===== config.mk =====
export PLATFORM = sky130hd
export DESIGN_NAME = cond_logic_flat
export DESIGN_NICKNAME = d
export VERILOG_FILES = /design/src/rtl/cond_logic_pkg.sv /design/src/rtl/cond_logic_if.sv /design/src/rtl/cond_logic_check.sv /design/src/rtl/cond_logic.sv /design/src/flat_wrapper.sv
export SDC_FILE = /design/constraint.sdc
export NUM_CORES = 1
export LEC_CHECK = 0
export CORE_AREA = 2 2 39 41
export DETAILED_ROUTE_END_ITERATION = 6
export DIE_AREA = 0 0 41 43
export PLACE_DENSITY = 0.68
export RECOVER_POWER = 100
export SKIP_CTS_REPAIR_TIMING = 1
export SYNTH_ARGS = -nofsm -noshare
export SYNTH_HDL_FRONTEND = slang
export SYNTH_SLANG_ARGS = --single-unit

===== constraint.sdc =====
create_clock -name clk -period 4.4 [get_ports clk]
set_input_delay 0.66 -clock clk [delete_from_list [all_inputs] [get_ports clk]]
set_output_delay 0.66 -clock clk [all_outputs]
set_load 0.01 [all_outputs]

===== src/rtl/cond_logic_pkg.sv =====
// -----------------------------------------------------------------------------
// cond_logic_pkg
// Shared definitions for the condition unit: 4-bit condition-field encodings
// and bit positions of the packed {N,Z,C,V} flags word. The decoder and the
// bench import the same package so encodings can never drift apart.
// -----------------------------------------------------------------------------
package cond_logic_pkg;

    localparam int COND_WIDTH = 4;
    localparam int FLAGS_WIDTH = 4;

    // Condition field encodings (Instr[31:28])
    localparam logic [3:0] COND_EQ = 4'b0000;
    localparam logic [3:0] COND_NE = 4'b0001;
    localparam logic [3:0] COND_CS = 4'b0010;
    localparam logic [3:0] COND_CC = 4'b0011;
    localparam logic [3:0] COND_MI = 4'b0100;
    localparam logic [3:0] COND_PL = 4'b0101;
    localparam logic [3:0] COND_VS = 4'b0110;
    localparam logic [3:0] COND_VC = 4'b0111;
    localparam logic [3:0] COND_HI = 4'b1000;
    localparam logic [3:0] COND_LS = 4'b1001;
    localparam logic [3:0] COND_GE = 4'b1010;
    localparam logic [3:0] COND_LT = 4'b1011;
    localparam logic [3:0] COND_GT = 4'b1100;
    localparam logic [3:0] COND_LE = 4'b1101;
    localparam logic [3:0] COND_AL = 4'b1110;
    localparam logic [3:0] COND_NV = 4'b1111;  // reserved, never executes

    // Bit positions inside the packed flags word {N,Z,C,V}
    localparam int FLAG_N = 3;
    localparam int FLAG_Z = 2;
    localparam int FLAG_C = 1;
    localparam int FLAG_V = 0;

endpackage


===== src/rtl/cond_logic_if.sv =====
// -----------------------------------------------------------------------------
// cond_logic_if
// Bundles the decoder/ALU-facing inputs and the gated write strobes of the
// condition unit.
//   master : decoder/ALU side -- drives Cond, ALUFlags, FlagW, PCS, RegW, MemW,
//            NoWrite; observes PCSrc, RegWrite, MemWrite, Flags, CondEx.
//   slave  : cond_logic side -- the reverse.
// Handshake: none. Every signal is a plain per-cycle level; the strobes are
// valid in the same cycle as the instruction fields that produce them.
// -----------------------------------------------------------------------------
interface cond_logic_if;
    import cond_logic_pkg::*;

    logic [COND_WIDTH-1:0]  Cond;
    logic [FLAGS_WIDTH-1:0] ALUFlags;
    logic [1:0]             FlagW;
    logic                   PCS;
    logic                   RegW;
    logic                   MemW;
    logic                   NoWrite;
    logic                   PCSrc;
    logic                   RegWrite;
    logic                   MemWrite;
    logic [FLAGS_WIDTH-1:0] Flags;
    logic                   CondEx;

    modport master (
        output Cond, ALUFlags, FlagW, PCS, RegW, MemW, NoWrite,
        input  PCSrc, RegWrite, MemWrite, Flags, CondEx
    );

    modport slave (
        input  Cond, ALUFlags, FlagW, PCS, RegW, MemW, NoWrite,
        output PCSrc, RegWrite, MemWrite, Flags, CondEx
    );

endinterface


===== src/rtl/cond_logic_check.sv =====
// -----------------------------------------------------------------------------
// cond_check
// Purely combinational evaluation of a 4-bit condition field against a packed
// {N,Z,C,V} flags word.
//   i_cond    in  4  condition field
//   i_flags   in  4  flags {N,Z,C,V}
//   o_cond_ex out 1  1 when the condition holds
// -----------------------------------------------------------------------------
module cond_check
    import cond_logic_pkg::*;
(
    input  logic [COND_WIDTH-1:0]  i_cond,
    input  logic [FLAGS_WIDTH-1:0] i_flags,
    output logic                   o_cond_ex
);

    logic w_n, w_z, w_c, w_v;
    logic w_ge;

    assign w_n  = i_flags[FLAG_N];
    assign w_z  = i_flags[FLAG_Z];
    assign w_c  = i_flags[FLAG_C];
    assign w_v  = i_flags[FLAG_V];
    // Signed greater-or-equal: sign of the result agrees with overflow.
    assign w_ge = ~(w_n ^ w_v);

    always_comb begin
        o_cond_ex = 1'b0;
        case (i_cond)
            COND_EQ: o_cond_ex = w_z;
            COND_NE: o_cond_ex = ~w_z;
            COND_CS: o_cond_ex = w_c;
            COND_CC: o_cond_ex = ~w_c;
            COND_MI: o_cond_ex = w_n;
            COND_PL: o_cond_ex = ~w_n;
            COND_VS: o_cond_ex = w_v;
            COND_VC: o_cond_ex = ~w_v;
            COND_HI: o_cond_ex = w_c & ~w_z;
            COND_LS: o_cond_ex = ~w_c | w_z;
            COND_GE: o_cond_ex = w_ge;
            COND_LT: o_cond_ex = ~w_ge;
            COND_GT: o_cond_ex = ~w_z & w_ge;
            COND_LE: o_cond_ex = w_z | ~w_ge;
            COND_AL: o_cond_ex = 1'b1;
            default: o_cond_ex = 1'b0;  // COND_NV: reserved, never executes
        endcase
    end

endmodule


===== src/rtl/cond_logic.sv =====
// -----------------------------------------------------------------------------
// cond_logic
// Condition unit downstream of the ALU. Holds the architectural {N,Z,C,V}
// flags register, evaluates the instruction's condition field against the
// registered flags and gates the decoder's PC/register/memory write strobes.
//   clk    in  1  clock, rising edge
//   reset  in  1  synchronous active-high reset
//   bus    cond_logic_if.slave
//          in : Cond, ALUFlags, FlagW, PCS, RegW, MemW, NoWrite
//          out: PCSrc, RegWrite, MemWrite, Flags, CondEx
// -----------------------------------------------------------------------------
module cond_logic
    import cond_logic_pkg::*;
#(
    parameter logic [3:0] FLAGS_RST = 4'b0000,
    parameter int          COND_W    = 4       // only 4 is supported
)(
    input  logic         clk,
    input  logic         reset,
    cond_logic_if.slave  bus
);

    logic [1:0]        r_nz;       // {N,Z}
    logic [1:0]        r_cv;       // {C,V}
    logic [3:0]        w_flags;
    logic [COND_W-1:0] w_cond;
    logic              w_pass;     // unmasked condition result
    logic              w_cond_ex;  // masked during reset

    assign w_flags = {r_nz, r_cv};
    assign w_cond  = bus.Cond;

    cond_check u_cond_check (
        .i_cond    (w_cond),
        .i_flags   (w_flags),
        .o_cond_ex (w_pass)
    );

    // Mask while reset is high so no write strobe escapes mid-reset.
    assign w_cond_ex = w_pass & ~reset;

    // Condition is evaluated against pre-update flags; an instruction never
    // sees its own flag result. Each half updates independently.
    always_ff @(posedge clk) begin
        if (reset) begin
            r_nz <= FLAGS_RST[3:2];
            r_cv <= FLAGS_RST[1:0];
        end else begin
            if (bus.FlagW[1] && w_pass) r_nz <= bus.ALUFlags[3:2];
            if (bus.FlagW[0] && w_pass) r_cv <= bus.ALUFlags[1:0];
        end
    end

    assign bus.CondEx   = w_cond_ex;
    assign bus.PCSrc    = bus.PCS & w_cond_ex;
    assign bus.RegWrite = bus.RegW & w_cond_ex & ~bus.NoWrite;
    assign bus.MemWrite = bus.MemW & w_cond_ex;
    assign bus.Flags    = w_flags;

endmodule


===== src/flat_wrapper.sv =====
// flat-port wrapper written by rule: the top's interface ports become plain ports
module cond_logic_flat import cond_logic_pkg::*;
#(
    parameter logic [3:0] FLAGS_RST = 4'b0000,
    parameter int          COND_W    = 4                             
)
  (clk, reset, bus_Cond, bus_ALUFlags, bus_FlagW, bus_PCS, bus_RegW, bus_MemW, bus_NoWrite, bus_PCSrc, bus_RegWrite, bus_MemWrite, bus_Flags, bus_CondEx);
  cond_logic_if bus_i ();
  input  logic clk;
  input  logic reset;
  input wire logic [$bits(bus_i.Cond)-1:0] bus_Cond;
  input wire logic [$bits(bus_i.ALUFlags)-1:0] bus_ALUFlags;
  input wire logic [$bits(bus_i.FlagW)-1:0] bus_FlagW;
  input wire logic [$bits(bus_i.PCS)-1:0] bus_PCS;
  input wire logic [$bits(bus_i.RegW)-1:0] bus_RegW;
  input wire logic [$bits(bus_i.MemW)-1:0] bus_MemW;
  input wire logic [$bits(bus_i.NoWrite)-1:0] bus_NoWrite;
  output wire logic [$bits(bus_i.PCSrc)-1:0] bus_PCSrc;
  output wire logic [$bits(bus_i.RegWrite)-1:0] bus_RegWrite;
  output wire logic [$bits(bus_i.MemWrite)-1:0] bus_MemWrite;
  output wire logic [$bits(bus_i.Flags)-1:0] bus_Flags;
  output wire logic [$bits(bus_i.CondEx)-1:0] bus_CondEx;
  assign bus_i.Cond = bus_Cond;
  assign bus_i.ALUFlags = bus_ALUFlags;
  assign bus_i.FlagW = bus_FlagW;
  assign bus_i.PCS = bus_PCS;
  assign bus_i.RegW = bus_RegW;
  assign bus_i.MemW = bus_MemW;
  assign bus_i.NoWrite = bus_NoWrite;
  assign bus_PCSrc = bus_i.PCSrc;
  assign bus_RegWrite = bus_i.RegWrite;
  assign bus_MemWrite = bus_i.MemWrite;
  assign bus_Flags = bus_i.Flags;
  assign bus_CondEx = bus_i.CondEx;
  cond_logic #(.FLAGS_RST(FLAGS_RST), .COND_W(COND_W)) u_core (.clk(clk), .reset(reset), .bus(bus_i));
endmodule

== Yosys cells after proc, flatten, opt, wreduce, memory -nomap -nowiden ==
Index checks and enable logic that the tools add are counted.

* Flip-flop bits (word level): 4
* Input port bits: 16
* Output and inout port bits: 8
* Word-level logic and storage cells: 37

* Equality and inequality tests: 14
* Multiplexer cells: 1
* Bitwise logic cells: 17
* Reduce and logical (&&, ||, !) cells: 3

{| class="wikitable"
|+ Operators with widths
! operator !! number
|-
| $eq 4x4->1 const B || 7
|-
| $eq 4x3->1 const B || 4
|-
| $pmux 1 s15 || 1
|-
| $eq 4x2->1 const B || 2
|-
| $and 1x1->1 || 7
|-
| $not 1->1 || 7
|-
| $eq 4x1->1 const B || 1
|-
| $logic_not 4->1 || 1
|-
| $logic_and 1x1->1 || 2
|-
| $or 1x1->1 || 2
|-
| $xor 1x1->1 || 1
|}

== Longest topological paths before layout ==
Gate-level depths: netlist (run 1).

* Depth in word-level cells: 7
* Depth in mapped cells: 6
* Gate-level depth less buffers: 5

== Cells and area by module ==
A second synthesis (run 1) with hierarchy kept.

* Cell total of the unflattened synthesis: 49
* Area total of the unflattened synthesis: 396.6 µm²

{| class="wikitable"
|+ Modules (own cells, without submodules)
! module !! instances !! cells an instance !! area an instance (µm²) !! seq. area each (µm²)
|-
| cond_logic || 1 || 21 || 202.7 || 80.1
|-
| cond_check || 1 || 28 || 193.9 || 0.0
|}

== Worst setup path before layout (run 1) ==
OpenSTA, ideal clock, no wires.

* Kind: input to output
* From: input port bus_Cond[2]
* To: output port bus_RegWrite
* Arrival: 2,044 ps
* Data required time: 3,740 ps
* Slack: 1,696 ps
* Cell stages on the path: 6
* Buffers on the path: 1
* Path through: buf_2 and2_1 and3_1 o311a_4 o31a_1 and3b_1

* Word-level cells in the longest chain between the ends: 5
* Elaborated cells between the ends (all ways): 19
* Classes of those cells: 14 x eq/ne; 1 x mux; 3 x bitwise; 1 x reduce/logical

{| class="wikitable"
|+ RTL lines
! what !! RTL line !! source
|-
| start: declaration || flat_wrapper.sv:11 || <nowiki>input wire logic [$bits(bus_i.Cond)-1:0] bus_Cond;</nowiki>
|-
| $eq 4x4->1, or another cell as far along || cond_logic_check.sv:29 || <nowiki>case (i_cond)</nowiki>
|-
| $pmux 1 s15 (*) || cond_logic_check.sv:29 ||
|-
| $and 1x1->1 (*) || cond_logic.sv:40 || <nowiki>assign w_cond_ex = w_pass & ~reset;</nowiki>
|-
| named net bus_CondEx || flat_wrapper.sv:22 || <nowiki>output wire logic [$bits(bus_i.CondEx)-1:0] bus_CondEx;</nowiki>
|-
| $and 1x1->1 (*) (2 in series) || cond_logic.sv:56 || <nowiki>assign bus.RegWrite = bus.RegW & w_cond_ex & ~bus.NoWrite;</nowiki>
|-
| end: declaration || flat_wrapper.sv:19 || <nowiki>output wire logic [$bits(bus_i.RegWrite)-1:0] bus_RegWrite;</nowiki>
|}

Mark *: on every way through the listed nets, which the timed path passes. The rest lies on a longest branch.

== Worst setup path in the final report (run 1) ==
* From: input port bus_Cond[0]
* To: output port bus_RegWrite

* Word-level cells in the longest chain between the ends: 5
* Elaborated cells between the ends (all ways): 19
* Classes of those cells: 14 x eq/ne; 1 x mux; 3 x bitwise; 1 x reduce/logical

{| class="wikitable"
|+ RTL lines
! what !! RTL line
|-
| $eq 4x4->1, or another cell as far along || cond_logic_check.sv:29
|-
| $pmux 1 s15 (*) || cond_logic_check.sv:29
|-
| $and 1x1->1 (*) || cond_logic.sv:40
|-
| $and 1x1->1 (*) (2 in series) || cond_logic.sv:56
|}

Every way passes the cells marked *; elsewhere a longest branch is shown, timed or not.

==> results of run 1 <==
==> flip-flops by register name, summed over array words and instances (netlist names) <==
| name | cells |
|---|---|
| u_core.r_cv | 2 |
| u_core.r_nz | 2 |
==> power by group through the flow <==
stage,sequential (mW),clock (mW),combinational (mW)
floorplan,0.0433,0,0.0302
global route,0.0440,0.0487,0.0576
detailed placement,0.0441,0,0.0572
finish,0.0434,0.0450,0.0529
global placement,0.0441,0,0.0566
CTS,0.0435,0.0475,0.0574
==> routing by layer <==
layer | routed length (um) | vias to the layer above | track usage
li1 | - | 245 | -
met1 | 503 | 213 | 0.180
met2 | 495 | 14 | 0.228
met3 | 56 | 0 | 0.0157
met4 | 0 | 0 | 0.0800
met5 | 0 | - | 0
==> cell families (layout without fill, tap and decap cells) <==
kind of cell    after synthesis  after routing  synth area share
buf+inv                       5             28            0.0504
mux                           5              5             0.112
xor+xnor                      3              3            0.0588
simple gates                 27             27             0.367
flops                         4              4             0.179
compound gates               10             10             0.232
==> cell usage after synthesis, types with 2 or more instances <==
master,n,area (sq um)
nand2_1,9,33.8
mux2i_1,5,50.1
dfxtp_1,4,80.1
and2_1,3,18.8
buf_2,3,15.0
nor2b_1,3,18.8
xor2_1,3,26.3
and4bb_1,2,25.0
nor3_1,2,10.0
o31ai_2,2,25.0
==> cell type report <==
| type | instances | area [sq um] |
|---|---|---|
| clock buffers | 3 | 22.5 |
| fillers | 153 | 696 |
| inverters | 2 | 7.51 |
| multi-input cells | 45 | 328 |
| flip-flops and latches | 4 | 80.1 |
| well taps | 16 | 20.0 |
| repair buffers | 23 | 230 |
==> final timing paths <==
check / from / to / slack, ns / depth (start not counted)
worst min register to register: u_core.r_cv[1] / u_core.r_cv[1] / 0.51 / 2
worst max-delay path: bus_Cond[0] / bus_RegWrite / 0.49 / 7
worst min-delay path: u_core.r_cv[1] / u_core.r_cv[1] / 0.51 / 2
worst max register to register: u_core.r_nz[1] / u_core.r_nz[1] / 2.42 / 5
==> critical path, delay by kind of cell <==
family / cells / cell delay, ns
simple gates: 2 / 0.44
buf+inv: 2 / 1.40
compound gates: 3 / 0.74
==> metrics, run 1 <==
status=complete, no violations; Comb power frac=0.375; worst setup margin=0.492 ns; post-route non-filler standard cell count=93; WP data arrival=3.25 ns; clock slew at reported path FFs=~0.04 ns; GRT overflow=0; CORE AREA=between 0.001 and 0.0015 sq mm; Iter 0 DRT Violations=7; Hold Path Class=flop to flop; Final Util=0.497; area post-placement=roughly 680 sq um; Die Width=a little over 40 um; # nets final=95; Pwr per Cell Area=roughly 200 mW/mm^2; Slew Viols, Final=0; Core Rows=14; largest net degree at the start of global routing=15; Die H=between 40 and 50 um; port bufs=23; worst path required time=3.74 ns; DR WL/cell=~11 um; post-synth cell types=28; later-pin clock latency in the skew report=approximately 0.23 ns; Pre-antenna DRT Iters=3; Cell Int Power=approximately 100 uW; Most common cell on crit path=dlygate4sd3_1; Seq pwr share=0.307; Residual DRC=0; CTS tree=yes; ys async rst share=0; crit end category=output pin; CP Max Fanout=14; ant diodes=0; critical path type=input pin to output pin; post-route ant nets=0; worst relative slew slack=0.657; Root Buffer=clkbuf_4; Setup Skew=~0.00046 ns; crit path time final=just under 4 ns; Max Fclk=about 260 MHz; Final Hold Vio Count=0; most frequent cells in the layout=15 x clkdlybuf4s50_1, 9 x nand2_1, 8 x dlygate4sd3_1; CP startpoint kind=input pin; max-cap viol count=0; pre-CTS WS=approximately 0.67 ns; Inserted Clock Buffers=3; total number of vias=between 400 and 500; cells after synthesis=54; GR Util All Layers=0.145; initial antenna violation count=0; #FFs+latches synth=4; first-pass GRT wire length=1.75 mm; EDFF count, synth=0; Syn. warnings=0; # IOs=24; Cells after DPL=90; crit path cell chain=dlygate4sd3_1 -> and4bb_1 -> a211oi_1 -> a311oi_1 -> o31a_1 -> and3b_1 -> dlygate4sd3_1; H-tree lvl count=1; fraction of layout cells with a size suffix above 1=0.0519; sequential fraction of the synthesis area=0.179; full die area=0.00176 sq mm; Slew @ Worst Pin=0.511 ns; Pleak=just over 0.3 nW; finished layout cell area=688 sq um; Final setup viols=0; final setup TNS=0 ns; vias per cell=around 5.1; Mapped Area=roughly 450 sq um; area grow syn2layout=54.1%; fin crit share=0.888; Clock power frac=0.318; Worst path slowest cell=dlygate4sd3_1; Avg Cell Area, Syn=between 8 and 9 sq um; Routed Wire Length=between 1 and 1.5 mm; dpl hpwl=826 um; clock tree buffer depth=2; Synth Flop Type=dfxtp_1; Synth Net Count=70; Clock Sinks=4; Initial Util=0.323; peak per-stage delay on the critical path=0.81 ns; worst hold slack=about 0.5 ns; vias in the first global route=about 430; Peak supply drop=roughly 0.13 mV; Final Wtd Congestion=roughly 0.66; switching pwr=just over 40 uW; Power Total=~140 uW; commonest non-fill, non-tap cell in the layout=clkdlybuf4s50_1; Net Sw Frac=0.286; RSZ-0062 raised after global routing=false
Power figures use the tool's default switching activity.
==> run 2, diff against run 1 <==
--- a/config.mk
+++ b/config.mk
@@ -6,6 +6,7 @@
 export NUM_CORES = 1
 export LEC_CHECK = 0
 export CORE_AREA = 2 2 39 41
+export CTS_CLUSTER_SIZE = 14
 export DETAILED_ROUTE_END_ITERATION = 6
 export DIE_AREA = 0 0 41 43
 export PLACE_DENSITY = 0.68
==> results of run 2 <==
No change in the layout: final DEF, timing and power equal those of run 1.
==> run 3, diff against run 2 <==
--- a/config.mk
+++ b/config.mk
@@ -12,6 +12,8 @@
 export PLACE_DENSITY = 0.68
 export RECOVER_POWER = 100
 export SKIP_CTS_REPAIR_TIMING = 1
+export SLEW_MARGIN = 15
 export SYNTH_ARGS = -nofsm -noshare
 export SYNTH_HDL_FRONTEND = slang
 export SYNTH_SLANG_ARGS = --single-unit
+export TNS_END_PERCENT = 5
==> constraint.sdc (replaced) <==
create_clock -name clk -period 4.4 [get_ports clk]
set_input_delay 0.66 -clock clk [delete_from_list [all_inputs] [get_ports clk]]
set_output_delay 0.66 -clock clk [all_outputs]
set_load 0.02 [all_outputs]
==> results of run 3 <==
The final DEF is identical to that of run 1. Status: complete, no violations.
Among the figures that moved: setup slack after placement 0.667 ns -> 0.599 ns; setup slack after layout 0.492 ns -> 0.423 ns; total power 0.141 mW -> 0.145 mW; worst IR drop on VDD 0.129 mV -> 0.131 mV
